[src/rtl/adc_req_arbiter_pkg.sv]
// Shared types and constants for the ADC request arbiter.
package adc_pkg;

    localparam int unsigned ADC_W    = 12;
    localparam int unsigned MAX_NREQ = 8;
    localparam int unsigned CH_W     = $clog2(MAX_NREQ);

    typedef enum logic [1:0] {
        S_IDLE,
        S_GRANT,
        S_CONV,
        S_DONE
    } state_t;

    typedef struct packed {
        logic [ADC_W-1:0] data;
        logic [CH_W-1:0]  ch;
    } result_t;

    // Round-robin successor of a requester index among n requesters.
    function automatic logic [CH_W-1:0] next_idx(input logic [CH_W-1:0] idx,
                                                 input int unsigned     n);
        return (idx == CH_W'(n - 1)) ? '0 : idx + CH_W'(1);
    endfunction

endpackage

[src/rtl/adc_req_arbiter_if.sv]
// Requester, converter and result signals of the ADC request arbiter.
interface adc_req_arbiter_if #(
    parameter int unsigned NREQ = 4
);
    import adc_pkg::*;

    logic [NREQ-1:0]  req_i;
    logic [NREQ-1:0]  grant_o;
    logic             adc_data_req_o;
    logic             adc_data_rdy_i;
    logic [ADC_W-1:0] adc_data_i;
    logic [ADC_W-1:0] data_o;
    logic [CH_W-1:0]  ch_o;
    logic             data_rdy_o;
    logic             err_o;

    modport master (
        input  req_i, adc_data_rdy_i, adc_data_i,
        output grant_o, adc_data_req_o, data_o, ch_o, data_rdy_o, err_o
    );

    modport slave (
        output req_i, adc_data_rdy_i, adc_data_i,
        input  grant_o, adc_data_req_o, data_o, ch_o, data_rdy_o, err_o
    );

endinterface

[src/rtl/adc_req_arbiter_rr_arbiter.sv]
// Round-robin requester pick; search starts one past the last granted index.
module rr_arbiter
    import adc_pkg::*;
#(
    parameter int unsigned NREQ = 4
) (
    input  logic            clk,
    input  logic            rst,
    input  logic [NREQ-1:0] req,
    input  logic            en,
    output logic [NREQ-1:0] grant_c,
    output logic [CH_W-1:0] idx_c
);

    localparam int unsigned PTR_W = $clog2(NREQ);
    localparam int unsigned POS_W = CH_W + 1;

    logic [CH_W-1:0]  ptr;
    logic [POS_W-1:0] pos;
    logic             found;

    always_comb begin
        grant_c = '0;
        idx_c   = '0;
        found   = 1'b0;
        pos     = '0;
        for (int unsigned i = 0; i < NREQ; i++) begin
            pos = {1'b0, ptr} + POS_W'(i);
            if (pos >= POS_W'(NREQ)) begin
                pos = pos - POS_W'(NREQ);
            end
            if (!found && req[pos[PTR_W-1:0]]) begin
                found                   = 1'b1;
                grant_c[pos[PTR_W-1:0]] = 1'b1;
                idx_c                   = pos[CH_W-1:0];
            end
        end
    end

    always_ff @(posedge clk or posedge rst) begin
        if (rst) begin
            ptr <= '0;
        end else if (en) begin
            ptr <= next_idx(idx_c, NREQ);
        end
    end

endmodule

[src/rtl/adc_req_arbiter.sv]
// Shares one ADC among NREQ requesters and averages 2^NAVG_LOG2 samples per grant.
// Optional watchdog on missing sample strobes: define ADC_TIMEOUT_EN.
module adc_req_arbiter
    import adc_pkg::*;
#(
    parameter int unsigned NREQ      = 4,
    parameter int unsigned NAVG_LOG2 = 3,
    parameter int unsigned TIMEOUT   = 255
) (
    input  logic              clk_i,
    input  logic              reset_i,
    adc_req_arbiter_if.master bus
);

    localparam int unsigned ACC_W = ADC_W + NAVG_LOG2;
    localparam int unsigned CNT_W = NAVG_LOG2 + 1;
    localparam logic [CNT_W-1:0] NSAMP = CNT_W'(2 ** NAVG_LOG2);

    if (NREQ < 2 || NREQ > MAX_NREQ || NAVG_LOG2 > 4 || TIMEOUT < 1) begin : g_bad_param
        $error("adc_req_arbiter: parameter out of range");
    end

    state_t          state;
    logic [NREQ-1:0] grant_q;
    logic [CH_W-1:0] idx_q;
    logic            adc_req_q;
    logic            data_rdy_q;
    result_t         res_q;
    logic [ACC_W-1:0] acc;
    logic [CNT_W-1:0] cnt;
    logic             rdy_q;

    logic             strobe_c;
    logic             arb_en_c;
    logic [ACC_W-1:0] sum_c;
    logic [CNT_W-1:0] cnt_nxt_c;
    logic [NREQ-1:0]  arb_grant_c;
    logic [CH_W-1:0]  arb_idx_c;

    assign strobe_c  = rdy_q && !bus.adc_data_rdy_i;
    assign arb_en_c  = (state == S_IDLE) && (|bus.req_i);
    assign sum_c     = acc + ACC_W'(bus.adc_data_i);
    assign cnt_nxt_c = cnt + CNT_W'(1);

    rr_arbiter #(
        .NREQ (NREQ)
    ) u_rr (
        .clk     (clk_i),
        .rst     (reset_i),
        .req     (bus.req_i),
        .en      (arb_en_c),
        .grant_c (arb_grant_c),
        .idx_c   (arb_idx_c)
    );

    // Falling-edge detect of the converter ready line.
    always_ff @(posedge clk_i or posedge reset_i) begin
        if (reset_i) begin
            rdy_q <= 1'b0;
        end else begin
            rdy_q <= bus.adc_data_rdy_i;
        end
    end

`ifdef ADC_TIMEOUT_EN
    localparam int unsigned WD_W = $clog2(TIMEOUT + 1);

    logic [WD_W-1:0] wd;
    logic            err_q;
    logic            busy_c;
    logic            timeout_c;

    assign busy_c    = (state == S_GRANT) || (state == S_CONV);
    assign timeout_c = busy_c && !((state == S_CONV) && strobe_c)
                       && (wd == WD_W'(TIMEOUT - 1));

    // Cycles spent in GRANT/CONV since the grant or the last counted strobe.
    always_ff @(posedge clk_i or posedge reset_i) begin
        if (reset_i) begin
            wd <= '0;
        end else if (arb_en_c || ((state == S_CONV) && strobe_c)) begin
            wd <= '0;
        end else if (busy_c) begin
            wd <= wd + WD_W'(1);
        end
    end

    assign bus.err_o = err_q;
`else
    assign bus.err_o = 1'b0;
`endif

    always_ff @(posedge clk_i or posedge reset_i) begin
        if (reset_i) begin
            state      <= S_IDLE;
            grant_q    <= '0;
            idx_q      <= '0;
            adc_req_q  <= 1'b0;
            data_rdy_q <= 1'b0;
            res_q      <= '0;
            acc        <= '0;
            cnt        <= '0;
`ifdef ADC_TIMEOUT_EN
            err_q      <= 1'b0;
`endif
        end else begin
            data_rdy_q <= 1'b0;
`ifdef ADC_TIMEOUT_EN
            err_q      <= 1'b0;
`endif
            case (state)
                S_IDLE: begin
                    if (arb_en_c) begin
                        state     <= S_GRANT;
                        grant_q   <= arb_grant_c;
                        idx_q     <= arb_idx_c;
                        adc_req_q <= 1'b1;
                    end
                end
                S_GRANT: begin
                    acc   <= '0;
                    cnt   <= '0;
                    state <= S_CONV;
                end
                S_CONV: begin
                    if (strobe_c) begin
                        acc <= sum_c;
                        cnt <= cnt_nxt_c;
                        // Final sample is folded in here so the result appears in DONE.
                        if (cnt_nxt_c == NSAMP) begin
                            state      <= S_DONE;
                            adc_req_q  <= 1'b0;
                            res_q.data <= ADC_W'(sum_c >> NAVG_LOG2);
                            res_q.ch   <= idx_q;
                            data_rdy_q <= 1'b1;
                        end
                    end
                end
                S_DONE: begin
                    state   <= S_IDLE;
                    grant_q <= '0;
                end
                default: begin
                    state <= S_IDLE;
                end
            endcase
`ifdef ADC_TIMEOUT_EN
            if (timeout_c) begin
                state     <= S_IDLE;
                grant_q   <= '0;
                adc_req_q <= 1'b0;
                res_q.ch  <= idx_q;
                err_q     <= 1'b1;
            end
`endif
        end
    end

    assign bus.grant_o        = grant_q;
    assign bus.adc_data_req_o = adc_req_q;
    assign bus.data_o         = res_q.data;
    assign bus.ch_o           = res_q.ch;
    assign bus.data_rdy_o     = data_rdy_q;

endmodule

[src/flat_wrapper.sv]
// flat-port wrapper written by rule: the top's interface ports become plain ports
module adc_req_arbiter_flat import adc_pkg::*;
#(
    parameter int unsigned NREQ      = 4,
    parameter int unsigned NAVG_LOG2 = 3,
    parameter int unsigned TIMEOUT   = 255
)
  (clk_i, reset_i, bus_req_i, bus_adc_data_rdy_i, bus_adc_data_i, bus_grant_o, bus_adc_data_req_o, bus_data_o, bus_ch_o, bus_data_rdy_o, bus_err_o);
  adc_req_arbiter_if #(.NREQ(NREQ)) bus_i ();
  input  logic clk_i;
  input  logic reset_i;
  input wire logic [$bits(bus_i.req_i)-1:0] bus_req_i;
  input wire logic [$bits(bus_i.adc_data_rdy_i)-1:0] bus_adc_data_rdy_i;
  input wire logic [$bits(bus_i.adc_data_i)-1:0] bus_adc_data_i;
  output wire logic [$bits(bus_i.grant_o)-1:0] bus_grant_o;
  output wire logic [$bits(bus_i.adc_data_req_o)-1:0] bus_adc_data_req_o;
  output wire logic [$bits(bus_i.data_o)-1:0] bus_data_o;
  output wire logic [$bits(bus_i.ch_o)-1:0] bus_ch_o;
  output wire logic [$bits(bus_i.data_rdy_o)-1:0] bus_data_rdy_o;
  output wire logic [$bits(bus_i.err_o)-1:0] bus_err_o;
  assign bus_i.req_i = bus_req_i;
  assign bus_i.adc_data_rdy_i = bus_adc_data_rdy_i;
  assign bus_i.adc_data_i = bus_adc_data_i;
  assign bus_grant_o = bus_i.grant_o;
  assign bus_adc_data_req_o = bus_i.adc_data_req_o;
  assign bus_data_o = bus_i.data_o;
  assign bus_ch_o = bus_i.ch_o;
  assign bus_data_rdy_o = bus_i.data_rdy_o;
  assign bus_err_o = bus_i.err_o;
  adc_req_arbiter #(.NREQ(NREQ), .NAVG_LOG2(NAVG_LOG2), .TIMEOUT(TIMEOUT)) u_core (.clk_i(clk_i), .reset_i(reset_i), .bus(bus_i));
endmodule
[config.mk]
export PLATFORM = sky130hd
export DESIGN_NAME = adc_req_arbiter_flat
export DESIGN_NICKNAME = d
export VERILOG_FILES = /design/src/rtl/adc_req_arbiter_pkg.sv /design/src/rtl/adc_req_arbiter_if.sv /design/src/rtl/adc_req_arbiter_rr_arbiter.sv /design/src/rtl/adc_req_arbiter.sv /design/src/flat_wrapper.sv
export SDC_FILE = /design/constraint.sdc
export NUM_CORES = 1
export LEC_CHECK = 0
export CORE_MARGIN = 1.5
export CORE_UTILIZATION = 45
export CTS_CLUSTER_DIAMETER = 100
export DETAILED_ROUTE_END_ITERATION = 7
export PLACE_DENSITY_LB_ADDON = 0.12
export SYNTH_ARGS = -nofsm -noshare
export SYNTH_HDL_FRONTEND = slang
export SYNTH_SLANG_ARGS = --single-unit
[constraint.sdc]
create_clock -name clk_i -period 2.33 [get_ports clk_i]
set_input_delay 0.233 -clock clk_i [delete_from_list [all_inputs] [get_ports clk_i]]
set_output_delay 0.233 -clock clk_i [all_outputs]
set_load 0.01 [all_outputs]
==> summary.md, run 1 <==
The slowest stage of the critical path belongs to the cell dfrtp_2. The total of max-cap violations came out at 0. The critical path starts at u_core.u_rr.ptr[0]. From bottom edge to top edge, the die measures 86.38 µm. Setup repair after global routing could not meet its margin everywhere. The share of synthesized flip-flops with an asynchronous set or reset works out to 1.000. Power spread over the standard cell area amounts to 1045 nW/µm².

The growth of design area from synthesis to finish is 31.08%, and the post-detailed-route count of antenna-violating nets is 0. The proportion of layout cells with a drive suffix above 1 works out to 0.2318. Summed over all layers, the routed wires come to 7318 µm. The count of antenna diodes in the layout came out at 0. Summed over all cells, the static leakage comes to 1.909 nW. The run gives 49 as the clock sink count.

The tools report the total count of max-transition violations in the final report as 0. After legalization and detailed placement, the total HPWL measured 5250 µm. The core region is 6756 µm². Primary flip-flop cell chosen by synthesis mapping: dfrtp_1. Worst hold-check path type: in -> async. The final setup violation count is 0, and the required time at the endpoint of the critical path is 2.52 ns. After synthesis, the netlist uses 63 different library cells.

The area of the mapped netlist came out at 3128 µm². At the later pin of the worst-skew pair, clock insertion delay measures 0.31 ns. The average instance in the mapped netlist occupies 10.26 µm². The worst setup path is launched from a flip-flop. Hold is met by 0.1291 ns.

The logs give 30 for the number of placement rows and 573 for the number of inserted filler cells in the final layout. Once routing completed, OpenROAD measured the worst setup slack at 0.09129 ns. The horizontal die dimension is 86.38 µm, and the number of antenna violations at the first check in global routing is 0. Data arrives at the worst endpoint at 2.43 ns. The per-cell routed wire length is 15.77 µm. On the final layout, the worst clock skew is 0.01179 ns. Counting along the longest clock path gives a buffer depth of 2. In the final design database the tool counted 428 nets.

In the routed layout, each cell is associated on average with a via count of 5.726. The run gives 0.3920 as the register area share after synthesis. Largest net degree at the start of global routing: 25. The run gives 2657 as the via count. For this run, design rule violations remaining after detail routing come to 0.

OpenSTA, run right after detailed placement, puts the worst setup slack at -0.3120 ns. The post-synthesis instance total came out at 305. After synthesis the netlist holds a flip-flop and latch count of 49. In this run the worst path has a maximum fanout of 16. The share of the clock period used by the worst path after layout was 0.9608. For the wire length of the first global-routing pass, the log shows 12250 µm. The via count of the first global-routing pass was 2597; the count of flip-flops with a built-in enable after synthesis was 0. For this design the top-level I/O count stands at 41. Synthesis produced a netlist with a net count of 350. Static timing analysis puts the maximum clock frequency at 0.4467 GHz.

The total overflow left after global routing is 0. For the number of buffers created by CTS, the log shows 5. The worst-case vdd ir drop was 0.4842 mV; the placer's final routability congestion estimate was 0.8417. The final hold violation count came out at 0. The run finished with clean final reports. In this run the critical register-to-register path is launched from u_core.u_rr.ptr[0]. Before antenna repair, the detailed router went through 4 iterations.

The tools report the yosys synthesis warning count as 0. The detailed router's first-iteration violation count was 155; the effective utilization at floorplan was 0.4630. The design draws 4.286 mW. The critical path start-end classification was reg -> reg. For the final core utilization, the log shows 0.6069. The count of input and output buffers is 39. The run gives 7461 µm² as the die area. For the finished layout, the period the worst path requires is 2.239 ns.

CTS built an H-tree with a depth of 2. After clock tree synthesis, the clock-pin slew on the worst setup and hold paths is 0.09 ns. TritonCTS built the clock tree. The signal on the critical path passes through buf_6, or3b_1, a211o_1, o211ai_1, a211oi_2, a21oi_1, ha_1, nand2_1, o21ai_0. The maximum cell stage delay along the critical path is 0.42 ns.

Clock tree synthesis selected as its root buffer the cell clkbuf_8. The kind of end point of the critical path was a flip-flop. The run gives 0.2052 as the global routing usage summed across all routing layers.
-- cells in the final DEF (no fill, tap or decap), types with 3 or more instances in the layout --
master	instances
or2_2	3
inv_1	12
ha_1	23
dfrtp_1	48
and3_1	3
a221oi_1	3
and2_1	3
a221o_1	4
nand2_1	16
a31oi_1	5
buf_4	39
o21ai_0	21
a21oi_1	16
clkbuf_8	5
nand2b_1	3
o211ai_1	3
nand4_1	3
xnor2_1	9
inv_2	3
nand3_1	6
nor3_1	4
a22o_1	11
nor2_1	17
mux2_2	15
a21o_1	8
clkdlybuf4s50_1	39
o31ai_1	7
-- final cells by class --
class / count / area (µm²) / share of cell area
Clock inverter: 3 / 65.06 / 0.01587
Timing Repair Buffer: 79 / 694.4 / 0.1694
Sequential cell: 49 / 1227 / 0.2994
Multi-Input combinational cell: 233 / 1888 / 0.4605
Clock buffer: 5 / 68.82 / 0.01678
Tap cell: 80 / 100.1 / 0.02441
Inverter: 15 / 56.30 / 0.01373
-- state kept, by name (all words and copies together) (netlist names) --
signal,cells
u_core.bus.adc_data_req_o,1
u_core.rdy_q,1
u_core.u_rr.ptr,3
u_core.bus.data_o,12
u_core.bus.ch_o,3
u_core.idx_q,3
u_core.state,2
u_core.cnt,4
u_core.acc,15
u_core.bus.grant_o,4
u_core.bus.data_rdy_o,1
-- cells by family after synthesis --
| kind of cell | count (synthesis) | synth area share |
|---|---|---|
| AOI/OAI and AO/OA | 108 | 0.2520 |
| and+or+nand+nor | 70 | 0.1168 |
| DFF | 49 | 0.3920 |
| adders and majority gates | 26 | 0.1064 |
| buffers and inverters | 23 | 0.03040 |
| muxes | 19 | 0.07600 |
| xor gates and xnor gates | 9 | 0.02520 |
| other | 1 | 0.001199 |
-- cell usage after synthesis, types with 5 or more instances --
cell type  count  area share
dfrtp_1       49        0.39
nand3_1        6      0.0096
a221oi_1       5       0.014
a31oi_1        5       0.010
nand2_1       16       0.019
o31ai_1        8       0.019
a21oi_1       16       0.026
inv_1         14       0.017
ha_1          25        0.10
a21o_1         8       0.019
mux2_2        15       0.054
a22o_1        11       0.031
xnor2_1        9       0.025
nor2_1        17       0.020
o21ai_0       21       0.034
-- per-stage QoR --
stage | instance area [µm²] | std cells | setup TNS [ns]
3_3_place_gp | 3869 | 452 | -1.854
2_1_floorplan | 3153 | 305 | -0.0001104
4_1_cts | 4010 | 460 | 0
5_1_grt | 4100 | 464 | -0.03105
6_report | 4100 | 464 | 0
3_5_place_dp | 3869 | 452 | -2.216
-- critical path, delay by kind of cell, from the launching register on --
family	cells	cell delay, ns
buf+inv	1	0.16
fa+ha+maj	1	0.24
compound gates	5	0.89
flops	1	0.42
simple gates	2	0.41
-- routing by layer --
metal  wire [µm]  track usage  part of all wire  vias up
li1            -            -                 -     1316
met1        3641       0.3055              0.50     1281
met2        3303       0.3061              0.45       50
met3         271      0.03048             0.037       10
met4         102      0.06598             0.014        0
met5           0            0                 0        -
-- power by group --
group          internal (mW)  total (mW)  switching [mW]  leakage [nW]
combinational           1.17        2.40            1.23          1.18
sequential              1.03        1.16           0.131         0.659
clock                  0.427       0.732           0.305        0.0681
-- repair_timing --
item,in CTS,in global routing
gates resized for setup,2,10
hold buffers,0,0
pin swaps,1,8
setup buffers,0,4
endpoints found under the setup margin,3,11
-- worst paths after layout --
path                       slack [ns]                   end  depth (start not counted)
setup reg to reg                 0.09    u_core.u_rr.ptr[1]                          9
min in group clk_i               0.44          u_core.rdy_q                          1
hold reg to reg                  0.50       u_core.idx_q[0]                          2
hold / removal                   0.13    u_core.bus.ch_o[2]                          2
setup / recovery                 0.09    u_core.u_rr.ptr[1]                          9
max in group asynchronous        1.64  u_core.bus.data_o[9]                          3
Note: power is estimated with default switching activity, not from simulation.
==> inputs of run 2 (changes only) <==
Settings changed: CORE_UTILIZATION 45 to 50.
==> summary.md, run 2 (same netlist as run 1, synthesis figures left out) <==
The first routing iteration left 141 violations. The die area was 6740 µm²; the worst hold slack after final layout was 0.3070 ns. Via count: 2657. Setup repair after global routing could not meet its margin everywhere.

The post-route cell area was 4130 µm²; the clock slew seen by the registers of the worst setup and hold paths was 0.09 ns. The wire length of the first global-routing pass was 11920 µm; the number of placement rows was 28. Critical path start-end classification: reg -> reg.

The flip-flop count of the largest register after layout is 15. Startpoint type of the worst setup path: a flip-flop. The number of antenna violations at the first check in global routing is 0. The first detailed-routing pass took 4 iterations. The flow ran to the end, and the final reports show no timing, DRC or antenna violations. For this design the top-level I/O count stands at 41. The global routing usage summed across all routing layers was 0.2280; the count of placed standard cells in the final layout, fillers left out was 462. CTS saw 49 sinks. The via count of the first global-routing pass was 2552.

The area inside the core boundary came out at 5991 µm². Effective utilization at floorplan: 0.5221. For the pre-CTS setup slack, the log shows -0.3068 ns.

Worst hold-check path type: in -> async. Of all nets on the critical path, the largest fanout is 3. STA classifies the critical path endpoint as a flip-flop.

The smallest setup slack after layout came out at 0.06262 ns. The growth of design area from synthesis to finish is 32.04%, and the required time at the endpoint of the critical path is 2.54 ns. The number of vias per cell works out to 5.751. At the pin with the least slew margin, the transition time is 0.5869 ns. The share of the clock period used by the worst path after layout was 0.9731. The estimated wirelength of the detail-placed design came out at 5273 µm. The headroom to the max-slew limit was 0.6082; the final setup violation count was 0. The post-detailed-route count of antenna-violating nets was 0. After detailed routing, the number of remaining DRC violations is 0. Across the VDD grid, the largest voltage drop is 0.5360 mV.

The proportion of layout cells with a drive suffix above 1 was 0.2429; the final period demand of the worst path was 2.267 ns. The library cell used most frequently in the layout, excluding fill and tap cells, is dfrtp_1. The power per cell area was 1033 nW/µm². The placer's final routability congestion estimate is 0.8369, and the arrival time of the worst setup path is 2.48 ns.

The die is 82.10 µm tall. The count of antenna diodes in the layout came out at 0. The run gives 0.4410 GHz as the peak clock frequency supported by timing.

The run gives 5 as the number of buffers created by CTS. After detailed routing, the total wire length is 7246 µm. In the layout the commonest cells are 48 x dfrtp_1, 41 x buf_4, 39 x clkdlybuf4s50_1, 23 x ha_1, 20 x o21ai_0.

The clock root buffer master is clkbuf_8. The design draws 4.267 mW. The tool flagged a number of max-cap violations equal to 0. Buffers inserted to repair hold after CTS numbered 0. Summed over all layers, the global routing overflow is 0. In this run the static leakage power is 1.926 nW. The H-tree was split into 2 levels. The placed instance count is 450.

u_core.acc holds more flip-flops than any other register. The source-to-sink clock delay at the later pin of the worst-skew pair came out at 0.30 ns. For the total count of max-transition violations in the final report, the log shows 0.

Entering global routing, the biggest net connects 27 pins. The clock passes through at most 2 buffers. TritonCTS built the clock tree.

Between clock sinks in the finished design, the worst skew comes to 0.01152 ns. In this run the horizontal extent of the chip is 82.10 µm. After detailed routing, the average wire length per cell comes to 15.68 µm. Summing all placed instances gives a cell area of 3897 µm². The tools report the count of nets after finishing as 431. Buffers placed on the I/O ports in this run total 39.

The final hold violation count is 0.
==> run 2: report_power, final <==
group	switching, mW	total [mW]	internal, mW
Clock	0.280	0.630	0.350
Sequential	0.141	1.17	1.03
Combinational	1.25	2.47	1.22
Total	1.67	4.27	2.60
==> run 2: layer usage <==
| metal | global-route usage | part of all wire |
|---|---|---|
| met5 | 0 | 0 |
| met4 | 0.05593 | 0.013 |
| met3 | 0.03187 | 0.035 |
| met2 | 0.3426 | 0.43 |
| met1 | 0.3444 | 0.52 |
==> run 2: per-stage QoR <==
| stage | util | TNS [ns] |
|---|---|---|
| 4_1_cts | 0.6717 | 0 |
| 3_5_place_dp | 0.6506 | -2.324 |
| 6_report | 0.6894 | 0 |
| 3_3_place_gp | 0.6506 | -1.822 |
| 5_1_grt | 0.6894 | -0.09223 |
| 2_1_floorplan | - | -0.0001104 |
==> run 2: final cells by class <==
cell class / instances / area, µm²
clock buffer: 7 / 86.33
clock inverter: 1 / 30.03
fill: 462 / 1861
inverter: 15 / 56.30
multi-input combinational: 233 / 1898
sequential: 49 / 1227
tap: 75 / 93.84
timing repair buffer: 82 / 738.2
==> run 2: critical path: stages (launching register included) <==
cell and delay [ns]:
dfrtp_1 0.42, ha_4 0.19, fa_2 0.40, a211oi_4 0.27, o21ai_2 0.14, a2111o_1 0.42
and3_1 0.18, o31ai_1 0.18
==> run 2: what timing repair did <==
| action | 4_1_cts | 5_1_grt |
|---|---|---|
| pin swaps | 1 | 6 |
| setup endpoints to repair | 3 | 16 |
| gates resized for setup | 1 | 18 |
| buffers inserted | 1 | 3 |
==> run 2: final timing paths <==
path / start / endpoint / slack, ns / depth (start not counted)
max: u_core.acc[0] / u_core.bus.data_o[9] / 0.06 / 7
min: reset_i / u_core.acc[5] / 0.31 / 2
max reg2reg: u_core.acc[0] / u_core.bus.data_o[9] / 0.06 / 7
min reg2reg: u_core.acc[2] / u_core.acc[2] / 0.50 / 2
max in group asynchronous: reset_i / u_core.u_rr.ptr[0] / 1.45 / 3
min in group clk_i: bus_adc_data_rdy_i / u_core.rdy_q / 0.43 / 1
==> inputs of run 3 (changes only) <==
Settings changed: ABC_AREA set to 1, SKIP_LAST_GASP set to 1, SYNTH_HIERARCHICAL set to 1.
==> summary.md, run 3 <==
The run finished, with violations left. The checks that failed: design-rule violations. The cell area that synthesis handed to floorplanning was 3406 µm². By startpoint and endpoint, the worst setup path is classified as reg -> reg. The worst-case IR drop observed on VDD is 0.7056 mV. TritonCTS built the clock tree. After detailed routing, the number of remaining DRC violations is 2. For this design the top-level I/O count stands at 41. The share of Yosys cell area claimed by the top area cell type is 0.3600, and the die area is 7315 µm². Count of antenna diodes in the layout: 0. Buffers inserted during clock tree synthesis total 5. The total count of max-transition violations in the final report came out at 0. For this run, the leading register cell type out of synthesis is dfrtp_1. The share of the clock period used by the worst path after layout works out to 0.9183. Static timing analysis puts the maximum clock frequency at 0.4674 GHz.

After layout, the worst setup slack is 0.1903 ns. The worst reg2reg path endpoint was u_core/u_rr/ptr[1]. For the worst flop-to-flop path, the logic depth is 13.

The worst hold-check path type is in -> async. Walking the worst path, the cells encountered are inv_8, ha_2, inv_2, nand3_2, nand2_2, nor2_4, nand2_1, nand3_1, nor2_1, nor2_2, ha_1, nand2_1, o21ai_0. The logs give 2.31 ns for the arrival time of the worst setup path and 0.2208 for the global routing usage summed across all routing layers. In the routed layout, each cell is associated on average with a via count of 5.185. The worst register-to-register path has a setup slack of 0.19 ns. Setup repair after global routing left no endpoint under its margin.

The run gives 0 as the setup fix buffers added after clock tree synthesis. At the later pin of the worst-skew pair, clock insertion delay measures 0.30 ns. The most used standard cell by instance count after synthesis was nand2_1. The clock arrives with 0.01325 ns of skew. The static power due to leakage came out at 2.218 nW.

Per-cell routed wire length: 12.70 µm. In this run, distinct cell masters in the synthesized netlist total 36. Before CTS, the worst setup slack after placement is 0.1331 ns. The first routing iteration left 211 violations. The share of synthesized flip-flops with an asynchronous set or reset was 1.000.

The count of flip-flops with a built-in enable after synthesis came out at 0. In this run the tool buffered the top-level ports with 39 buffer cells. The tools report the total number of H-tree levels as 2.

By instance count, the cell type seen most on the critical path is nand2_1. The number of antenna violations at the first check in global routing was 0; the flip-flop count of the largest register after layout was 15. The worst setup path is captured at a flip-flop.

The first detailed-routing pass took 6 iterations. The mean area per synthesized cell is 7.216 µm². Relative to the synthesized area, the layout overhead comes to 17.63%. The final hold violation count came out at 0.

Yosys attributes the largest share of cell area to dfrtp_1 36%, nand2_1 20%, ha_1 8.4%. The sum of overflow across all layers after global routing is 0. The die is 85.53 µm tall. Ranked by flip-flop count, first place goes to u_core/acc. Synthesis produced a netlist with a net count of 515.

Largest area contributor in the synthesized netlist: dfrtp_1. In the final design database the tool counted 561 nets. Yosys printed 6 warnings. The placed instances occupy a cell area of 3886 µm².

The proportion of layout cells with a drive suffix above 1 was 0.09634. Summed over all layers, the routed wires come to 7572 µm. After routing, the total negative slack on setup checks comes to 0 ns. Detailed placement finished with a half-perimeter wire length of 5933 µm. The number of inserted filler cells in the final layout is 603, and the power per cell area is 1039 nW/µm².

In the layout the commonest cells are 185 x nand2_1, 62 x inv_1, 48 x dfrtp_1, 40 x nand3_1, 39 x clkdlybuf4s50_1. The finished cells cover 4006 µm². The worst path needs 2.140 ns of the cycle, external delays included.

In this design, the stage delay of the slowest critical-path cell is 0.45 ns. Entering global routing, the biggest net connects 23 pins. Across the run, the number of max-cap violations was 0. After synthesis, the most frequently instantiated cells are 185 x nand2_1, 63 x inv_1, 49 x dfrtp_1. The clock passes through at most 2 buffers. The final route contains 3090 vias.

CTS placed an instance of clkbuf_8 at the clock tree root. The completed layout was analyzed and its total power is 4.164 mW. Standard cell with the maximum stage delay on the critical path: dfrtp_1. For the required time at the endpoint of the critical path, the log shows 2.50 ns.

The startpoint type of the worst setup path is a flip-flop. Measured along the x axis, the die boundary spans 85.53 µm. The initialized floorplan defines 29 standard-cell rows. The biggest fanout along the worst timing path is 9. The placed instance count is 588, and the wire length of the first global-routing pass is 13030 µm.

The startpoint identified for the worst register-to-register timing path is u_core/u_rr/ptr[0]. The effective utilization at floorplan came out at 0.5273. The finished layout holds 596 standard cells, fillers aside. The clock slew seen by the registers of the worst setup and hold paths was 0.08 ns. The tools report the worst setup path endpoint as u_core/u_rr/ptr[1]. The most frequent standard cell in the layout excluding fill and tap cells was nand2_1. Number of synthesized register bits: 49. Clock sink count: 49. Routability-driven placement finished with a final weighted congestion of 1.022. In this run the standard cell core region covers 6459 µm². The cell count after synthesis came out at 472.

The count of nets left with antenna violations once routing finished came out at 0. Via count of the first global-routing pass: 2990. The register area share after synthesis was 0.3600; the final setup violation count was 0. Launching instance or port of the critical path: u_core/u_rr/ptr[0].
==> run 3: repair_timing <==
action	CTS	global route
gates resized for setup	0	2
endpoints found under the setup margin	0	1
hold buffers	0	0
==> run 3: worst min path at each step <==
stage,end,slack (ns)
final,u_core/u_rr/ptr[0],0.14
after global routing,u_core/u_rr/ptr[0],0.14
after CTS,u_core/u_rr/ptr[0],0.13
after detailed placement,u_core/u_rr/ptr[0],0.46
after global placement,u_core/bus.ch_o[2],0.46
after floorplan,u_core/u_rr/ptr[0],-0.01
==> run 3: through the flow <==
stage | utilization | hold slack (ns)
detailed placement | 0.6017 | 0.4576
floorplan | - | -0.01336
CTS | 0.6197 | 0.1340
global placement | 0.6017 | 0.4562
global route | 0.6203 | 0.1369
finish | 0.6203 | 0.1421
==> run 3: routing by layer <==
layer | share of wire | up-vias | routed length [µm] | GRT usage
li1 | - | 1572 | - | -
met1 | 0.46 | 1445 | 3449 | 0.2766
met2 | 0.49 | 63 | 3709 | 0.3937
met3 | 0.040 | 10 | 303 | 0.03465
met4 | 0.014 | 0 | 109 | 0.06452
met5 | 0 | - | 0 | 0
==> run 3: final cells by class <==
type / count / area [µm²] / area share
clock buffers: 7 / 86.33 / 0.02155
flip-flops and latches: 49 / 1227 / 0.3064
multi-input cells: 345 / 1851 / 0.4619
well taps: 77 / 96.34 / 0.02405
repair buffers: 45 / 435.4 / 0.1087
inverters: 72 / 280.3 / 0.06996
clock inverters: 1 / 30.03 / 0.007495
==> run 3: cells by family after synthesis <==
logic type,count (synthesis),synth area share
and+or+nand+nor,279,0.3718
buffers and inverters,78,0.09736
DFF,49,0.3600
AOI/OAI and AO/OA,34,0.05915
adders and majority gates,24,0.09038
xor gates and xnor gates,7,0.02021
other,1,0.001101
==> run 3: worst max-delay path: cells and delay by family, from the launching register on <==
family / cells / cell delay [ns]
AOI/OAI and AO/OA: 1 / 0.08
DFF: 1 / 0.45
and+or+nand+nor: 8 / 0.72
buffers and inverters: 2 / 0.13
adders and majority gates: 2 / 0.63
==> run 3: power breakdown <==
part / switching [mW] / total [mW] / internal (mW)
logic: 1.52 / 2.35 / 0.834
registers: 0.154 / 1.19 / 1.04
clock network: 0.273 / 0.624 / 0.350
